## src/rtl/systolic_sequencer.sv

```systemverilog
// Control sequencer for an NxN systolic array: fills the input memory from an AXIS slave,
// loads weights, streams operands, waits out the array pipeline and drains results to an AXIS master.
module systolic_sequencer #(
  parameter int ARRAY_SIZE   = 2,
  parameter int ADDR_WIDTH   = 1,
  parameter int PIPE_LATENCY = 3
) (
  input  logic                  clk,
  input  logic                  rst,
  input  logic                  start,
  input  logic                  interrupt,
  input  logic                  s_tvalid,
  input  logic                  s_tlast,
  output logic                  s_tready,
  input  logic                  m_tready,
  output logic                  m_tvalid,
  output logic                  m_tlast,
  output logic                  fill_en,
  output logic [ADDR_WIDTH-1:0] fill_addr,
  output logic                  load_weights,
  output logic [ADDR_WIDTH-1:0] e_rd_addr,
  output logic                  valid_in,
  output logic [ADDR_WIDTH-1:0] abcd_rd_addr,
  output logic                  out_wr_en,
  output logic [ADDR_WIDTH-1:0] out_wr_addr,
  output logic [ADDR_WIDTH-1:0] out_rd_addr,
  output logic                  busy,
  output logic                  done,
  output logic                  abort_pulse,
  output logic                  len_err
);

  typedef enum logic [2:0] {
    S_IDLE,
    S_FILL,
    S_LOAD,
    S_RUN,
    S_WAIT,
    S_SEND
  } state_t;

  localparam logic [ADDR_WIDTH-1:0] LAST = ADDR_WIDTH'(ARRAY_SIZE - 1);

  state_t                  state;
  logic [ADDR_WIDTH-1:0]   cnt;
  logic                    cnt_last;
  logic [PIPE_LATENCY-1:0] vld_sr;
  logic [ADDR_WIDTH-1:0]   addr_sr [PIPE_LATENCY];

  assign cnt_last = (cnt == LAST);

  // Strobes are pure decodes of the registered state and counter, so they drop
  // the instant reset asserts; fill_en alone follows s_tvalid combinationally.
  assign s_tready     = (state == S_FILL);
  assign fill_en      = s_tready && s_tvalid;
  assign fill_addr    = s_tready ? cnt : '0;
  assign load_weights = (state == S_LOAD);
  assign e_rd_addr    = load_weights ? cnt : '0;
  assign valid_in     = (state == S_RUN);
  assign abcd_rd_addr = valid_in ? cnt : '0;
  assign m_tvalid     = (state == S_SEND);
  assign m_tlast      = m_tvalid && cnt_last;
  assign out_rd_addr  = m_tvalid ? cnt : '0;
  assign busy         = (state != S_IDLE);
  assign out_wr_en    = vld_sr[PIPE_LATENCY-1];
  assign out_wr_addr  = addr_sr[PIPE_LATENCY-1];

  always_ff @(posedge clk or negedge rst) begin
    if (!rst) begin
      state       <= S_IDLE;
      cnt         <= '0;
      len_err     <= 1'b0;
      done        <= 1'b0;
      abort_pulse <= 1'b0;
      vld_sr      <= '0;
      for (int i = 0; i < PIPE_LATENCY; i++) addr_sr[i] <= '0;
    end else begin
      done        <= 1'b0;
      abort_pulse <= 1'b0;
      vld_sr[0]   <= valid_in;
      addr_sr[0]  <= abcd_rd_addr;
      for (int i = 1; i < PIPE_LATENCY; i++) begin
        vld_sr[i]  <= vld_sr[i-1];
        addr_sr[i] <= addr_sr[i-1];
      end

      // An abort overrides everything below, including the pipeline shift above.
      if (interrupt && state != S_IDLE) begin
        state       <= S_IDLE;
        cnt         <= '0;
        abort_pulse <= 1'b1;
        vld_sr      <= '0;
        for (int i = 0; i < PIPE_LATENCY; i++) addr_sr[i] <= '0;
      end else begin
        case (state)
          S_IDLE: begin
            if (start) begin
              state   <= S_FILL;
              cnt     <= '0;
              len_err <= 1'b0;
            end
          end
          S_FILL: begin
            if (s_tvalid) begin
              if (s_tlast != cnt_last) len_err <= 1'b1;
              if (s_tlast || cnt_last) begin
                state <= S_LOAD;
                cnt   <= '0;
              end else begin
                cnt <= cnt + ADDR_WIDTH'(1);
              end
            end
          end
          S_LOAD: begin
            if (cnt_last) begin
              state <= S_RUN;
              cnt   <= '0;
            end else begin
              cnt <= cnt + ADDR_WIDTH'(1);
            end
          end
          S_RUN: begin
            if (cnt_last) begin
              state <= S_WAIT;
              cnt   <= '0;
            end else begin
              cnt <= cnt + ADDR_WIDTH'(1);
            end
          end
          S_WAIT: begin
            if (out_wr_en && out_wr_addr == LAST) begin
              state <= S_SEND;
              cnt   <= '0;
            end
          end
          S_SEND: begin
            if (m_tready) begin
              if (cnt_last) begin
                state <= S_IDLE;
                cnt   <= '0;
                done  <= 1'b1;
              end else begin
                cnt <= cnt + ADDR_WIDTH'(1);
              end
            end
          end
          default: begin
            state <= S_IDLE;
            cnt   <= '0;
          end
        endcase
      end
    end
  end

endmodule

```

## config.mk

```make
export PLATFORM = sky130hd
export DESIGN_NAME = systolic_sequencer
export DESIGN_NICKNAME = d
export VERILOG_FILES = /design/src/rtl/systolic_sequencer.sv
export SDC_FILE = /design/constraint.sdc
export NUM_CORES = 1
export LEC_CHECK = 0
export BUFFER_PORTS_ARGS = -buffer_cell sky130_fd_sc_hd__buf_2
export CAP_MARGIN = 20
export CORE_MARGIN = 10
export CORE_UTILIZATION = 52
export CTS_CLUSTER_DIAMETER = 50
export DETAILED_ROUTE_END_ITERATION = 8
export PLACE_DENSITY = 0.81
export SLEW_MARGIN = 40
export SYNTH_ARGS = -nofsm -noshare
export SYNTH_HDL_FRONTEND = slang
export SYNTH_SLANG_ARGS = --single-unit
export TNS_END_PERCENT = 30
```

## constraint.sdc

```tcl
create_clock -name clk -period 3.1 [get_ports clk]
set_input_delay 0 -clock clk [delete_from_list [all_inputs] [get_ports clk]]
set_output_delay 0 -clock clk [all_outputs]
set_load 0.02 [all_outputs]
```

==> results.toml, run 1 <==
[yosys]
synth.area.top_cells = "dfrtp_1 (44%), buf_6 (4.6%), and2_1 (4.2%)"
yosys_warnings = 0
synth_most_common_cell = "dfrtp_1"
ys.flop_type = "dfrtp_1"
async_flop_share = 1.000
synth_cells = 70
synth.ff_latch_count = 13
synth_cell_types = 31
synth_top_area_frac = 0.4399
synth_edf_count = 0
synthTopCellsByCount = "dfrtp_1 (13), nor2_1 (6), and2_1 (5), inv_1 (5)"
ys_seq_area_frac = 0.4399
syn_nets = 78
yosysTopAreaCell = "dfrtp_1"
synth_area_sq_um = 739.5
syn_area_per_cell_sq_um = 10.56

[cts]
clk_pin_slew_ps = 70
clockRootBuffer = "clkbuf_4"
htree_levels = 1
clkSinkCount = 13
tritoncts = "done"
post_cts_buffers = 0
cts_max_path_buffers = 2
worstSkewPairLatency_ps = 270
cts_buffers = 3

[global_routing]
grt_max_degree = 15
grt_pass1_wl_mm = 2.608
grt_usage = 0.09789
grt_pass1_vias = 565
gr-total-overflow = 0
antenna_found_initial = 0

[detailed_routing]
vias = 566
route.detailed.drc = 0
routedWlPerCell_um = 15.00
drt_wl_total_mm = 1.620
firstDrtPassIters = 4
postRouteAntennaNets = 0
viasPerCell = 5.241
drt_iter0_markers = 12

[worst_hold_path]
hp-start = "interrupt"
hold_class = "in -> reg"

[timing]
hold_viol = 0
finalSetupTns_ps = 0
max_freq_mhz = 550.4
rsz0062_at_grt = "false"
setup_violations = 0
relSlewSlack = 0.6673
worst_pin_slew_ps = 499.1
slew_violations = 0
fin_crit_sh = 0.5861
skew_ps = 0.6369
holdWs_ps = 4.196
period_minus_slack_ps = 1817

[floorplanning]
fp.coreArea_sq_um = 1318
floorplan.initialDensity = 0.5613
die_area_sq_um = 3330
die_h_um = 57.71
fp.dieW_um = 57.71
io_pins = 23
fp-row-count = 13

[place]
place_congestion = 0.7931
dp.cells = 102
postPlaceCellArea_sq_um = 819.5
portBuffers = 22
post-dp-hpwl_mm = 1.244

[power]
vdd_drop_max_v = 0.0004987
leakagePower_nw = 0.4805
cellPowerDensity_nw_per_um2 = 891.6

[setup_path]
end_kind = "flop"
cp-start-kind = "flop"
cp_data_required_time_ps = 3260
crit_start = "state[2]"
critPathSlowestCell = "dfrtp_1"
path_class = "reg -> reg"
reg2reg_from = "state[2]"
arrival_ps = 1980
worst_path_largest_cell_delay_ps = 660
cp_max_fo = 14
path_cells = "mux2i_1, a31oi_1, or2_2, nand3_2, mux2_4"

[finish]
final_layout_size_suffix_gt1_frac = 0.3763
fillers = 106
final_cells = 108
nNetsFinal = 102
syn_to_final_growth_pct = 17.09
fin_area_sq_um = 865.8
antennaDiodeCount = 0
final_util = 0.6572

[flow_run]
max_cap_viol_count = 0

[status]
status = "completed"
-- area by class of cell --
| class | instances | area [sq um] | area share |
|---|---|---|---|
| clock buffer | 4 | 26.28 | 0.03035 |
| inverter | 6 | 22.52 | 0.02601 |
| multi-input combinational | 46 | 342.8 | 0.3960 |
| sequential | 13 | 325.3 | 0.3757 |
| tap | 15 | 18.77 | 0.02168 |
| timing repair buffer | 24 | 130.1 | 0.1503 |
-- repair_timing --
action                                 in CTS  in global routing
resized for setup                           0                  0
endpoints found under the hold margin      14                  0
hold buffers                                2                  0
-- state kept, by name, summed over array words and instances, names as in the netlist --
| name | flops |
|---|---|
| state | 3 |
| len_err | 1 |
| done | 1 |
| addr_sr | 2 |
| vld_sr | 3 |
| abort_pulse | 1 |
| cnt | 1 |
| out_wr_addr | 1 |
-- path summary, 6_finish.rpt --
kind,endpoint,slack (ps),depth (start not counted)
max reg2reg,state[2],1280,5
min in group asynchronous,state[0],130,2
max in group asynchronous,len_err,2760,2
max,state[2],1280,5
min,vld_sr[0],4,2
min reg2reg,vld_sr[2],450,1
-- stage by stage --
stage,power (mW),worst slack (ps)
global route,0.8249,1170
floorplan,0.5982,1523
global placement,0.6623,1346
finish,0.7720,1283
CTS,0.7789,1295
detailed placement,0.6740,1319
-- cell usage in the layout (no fill, tap or decap) --
| cell type | Yosys | layout |
|---|---|---|
| and3b_1 | 1 | 1 |
| a21oi_1 | 1 | 1 |
| a211o_1 | 1 | 1 |
| a32o_1 | 1 | 1 |
| mux2_4 | 2 | 2 |
| clkbuf_4 | 0 | 3 |
| a31oi_4 | 1 | 1 |
| and3_1 | 1 | 1 |
| inv_1 | 5 | 5 |
| nor3_1 | 4 | 4 |
| nor2_1 | 6 | 6 |
| and2_2 | 2 | 2 |
| dlygate4sd3_1 | 0 | 2 |
| nand2b_1 | 1 | 1 |
| nand3_2 | 1 | 1 |
| nor3b_2 | 1 | 1 |
| clkbuf_1 | 0 | 1 |
| buf_2 | 0 | 22 |
| mux2i_1 | 2 | 2 |
| and2_1 | 5 | 5 |
| inv_2 | 1 | 1 |
| or2_2 | 1 | 1 |
| xnor2_1 | 1 | 1 |
| xor2_1 | 1 | 1 |
| a31oi_1 | 3 | 3 |
| or3_1 | 1 | 1 |
| nor2b_1 | 1 | 1 |
| nand2_1 | 4 | 4 |
| dfrtp_1 | 13 | 13 |
| nand3b_1 | 1 | 1 |
| a22o_1 | 1 | 1 |
| o41ai_2 | 1 | 1 |
| ha_1 | 1 | 1 |
-- power breakdown --
| group | total (mW) | internal [mW] | switching (mW) |
|---|---|---|---|
| clock | 0.102 | 0.0499 | 0.0516 |
| sequential | 0.285 | 0.209 | 0.0759 |
| combinational | 0.386 | 0.167 | 0.219 |
| total | 0.772 | 0.426 | 0.346 |
-- logic make-up (layout without fill, tap and decap cells) --
family                   count (synthesis)  after routing  synth area share
buffers and inverters                   11             34           0.09644
AO/OA/AOI/OAI                            9              9            0.1201
flip-flops                              13             13            0.4399
adder cells (fa/ha/maj)                  1              1           0.01692
XOR/XNOR                                 2              2           0.02369
AND/OR/NAND/NOR                         30             30            0.2352
multiplexers                             4              4           0.06768
-- worst max-delay path: cells and delay by family (launching register included) --
kind             cells  cell delay (ps)
AO/OA/AOI/OAI        1               90
flip-flops           1              660
multiplexers         2              530
AND/OR/NAND/NOR      2              430
-- routing by layer --
layer	routed length [um]	track usage
met4	12	0.02013
met1	641	0.1017
met2	856	0.1718
met3	109	0.05011
met5	0	0
No activity file was read; power rests on OpenSTA's default activity.
==> inputs of run 2 (changes only) <==
Settings changed: CORE_UTILIZATION 52 to 48, PLACE_DENSITY 0.81 to 0.76.
Clock period 3.1 ns to 1.7 ns, I/O delays scaled along.
==> run 2 against run 1 <==
Compared with the run above: combinational power up 130%; worst hold slack improved by 4.5 ps; sequential share of layout area down 2.4 points; first-iteration DRC count is 8.3% lower; sequential power grew 62%; design area up 7.2%; utilization is 3.4 points lower; clock skew increased by 6.9 ps.
==> results.toml, run 2 (synthesis results as in run 1) <==
[status]
status = "completed"

[power]
leakagePower_nw = 0.5190
cellPowerDensity_nw_per_um2 = 1653
vdd_drop_max_v = 0.0009630
power.total_mw = 1.535

[timing]
relSlewSlack = 0.8041
finalSetupTns_ps = 0
hold_viol = 0
slew_violations = 0
skew_ps = 7.558
rsz0062_at_grt = "false"
max_freq_mhz = 617.5
setup_violations = 0
worst_pin_slew_ps = 293.9
period_minus_slack_ps = 1620
fin_crit_sh = 0.9527

[finish]
final_util = 0.6235
nNetsFinal = 110
final_layout_size_suffix_gt1_frac = 0.4356
syn_to_final_growth_pct = 25.55
mostFrequentLayoutCells = "buf_2 (22), dfrtp_1 (12), buf_4 (8), nor2_1 (6)"
antennaDiodeCount = 0
top_regs = "state (3), vld_sr (3), addr_sr (2)"
final_common_cell = "buf_2"
multi_input_area_sq_um = 342.8
fillers = 127
regArea_sq_um = 326.6

[setup_path]
critPathSlowestCell = "dfrtp_2"
cp_data_required_time_ps = 1870
crit_family = "multiplexers"
cp-start-kind = "flop"
path_class = "reg -> reg"
end_kind = "flop"
cp_max_fo = 10
cp.buffers_inverters = 0
path_cells = "mux2i_1, a31oi_1, or2_2, nand3_2, mux2_4"
worst_path_largest_cell_delay_ps = 480
arrival_ps = 1790

[detailed_routing]
drt_wl_total_mm = 1.715
firstDrtPassIters = 4
viasPerCell = 5.120
vias = 599
routedWlPerCell_um = 14.66
route.detailed.drc = 0
drt_iter0_markers = 11
postRouteAntennaNets = 0

[global_routing]
gr-total-overflow = 0
antenna_found_initial = 0
grt_max_degree = 14
grt_pass1_wl_mm = 2.801
grt_usage = 0.1053
grt_pass1_vias = 604

[cts]
cts_max_path_buffers = 2
post_cts_buffers = 0
clockRootBuffer = "clkbuf_4"
tritoncts = "done"
htree_levels = 1
worstSkewPairLatency_ps = 280
clk_pin_slew_ps = 80
cts_buffers = 3
clkSinkCount = 13

[floorplanning]
fp.dieW_um = 59.25
die_h_um = 59.25
fp.coreArea_sq_um = 1489
floorplan.initialDensity = 0.4966
fp-row-count = 14
io_pins = 23
die_area_sq_um = 3511

[place]
place_congestion = 0.8884
portBuffers = 22
post-dp-hpwl_mm = 1.326

[worst_hold_path]
hold_class = "in -> reg"

[flow_run]
max_cap_viol_count = 0
[run 2: where the power goes]
| group | total [mW] | leakage [nW] | switching [mW] | internal (mW) |
|---|---|---|---|---|
| logic | 0.878 | 0.331 | 0.481 | 0.397 |
| registers | 0.461 | 0.173 | 0.0771 | 0.384 |
| clock network | 0.196 | 0.0150 | 0.105 | 0.0912 |
| total | 1.53 | 0.519 | 0.663 | 0.872 |
[run 2: worst reg2reg max path: stages (launching register included)]
cell     delay (ps)
dfrtp_2         480
mux2i_1         220
a31oi_1         100
or2_2           310
nand3_2         110
mux2_4          300
[run 2: layout make-up]
class | instances | area share
inverters | 6 | 0.02426
multi-input cells | 46 | 0.3693
flip-flops and latches | 13 | 0.3518
well taps | 16 | 0.02156
clock buffers | 4 | 0.02830
repair buffers | 32 | 0.2049
[run 2: path summary, 6_finish.rpt]
path,start,cells past startpoint,slack [ps],end
max,state[2],5,80,state[2]
min,interrupt,2,9,vld_sr[0]
max reg2reg,state[2],5,80,state[2]
min reg2reg,vld_sr[0],1,460,vld_sr[1]
max in group asynchronous,rst,2,1330,state[2]
min in group asynchronous,rst,2,130,done
[run 2: through the flow]
stage	hold WS (ps)	setup slack (ps)	cells	cell area, sq um
global placement	-98.24	72.02	111	880.8
finish	8.692	80.44	117	928.4
detailed placement	-94.44	15.51	111	880.8
CTS	7.052	0.9426	117	927.1
global route	5.168	14.27	117	928.4
floorplan	-295.6	123.2	70	739.5
[run 2: per-layer routing]
| metal | wire [um] | global-route usage | vias to the layer above |
|---|---|---|---|
| li1 | - | - | 299 |
| met1 | 741 | 0.1222 | 288 |
| met2 | 880 | 0.1679 | 10 |
| met3 | 72 | 0.03648 | 2 |
| met4 | 21 | 0.04918 | 0 |
| met5 | 0 | 0 | - |
[run 2: timing repair]
item,CTS,global route
hold buffers,2,0
resized for setup,0,1
hold endpoints to repair,14,0
endpoints found under the setup margin,0,2
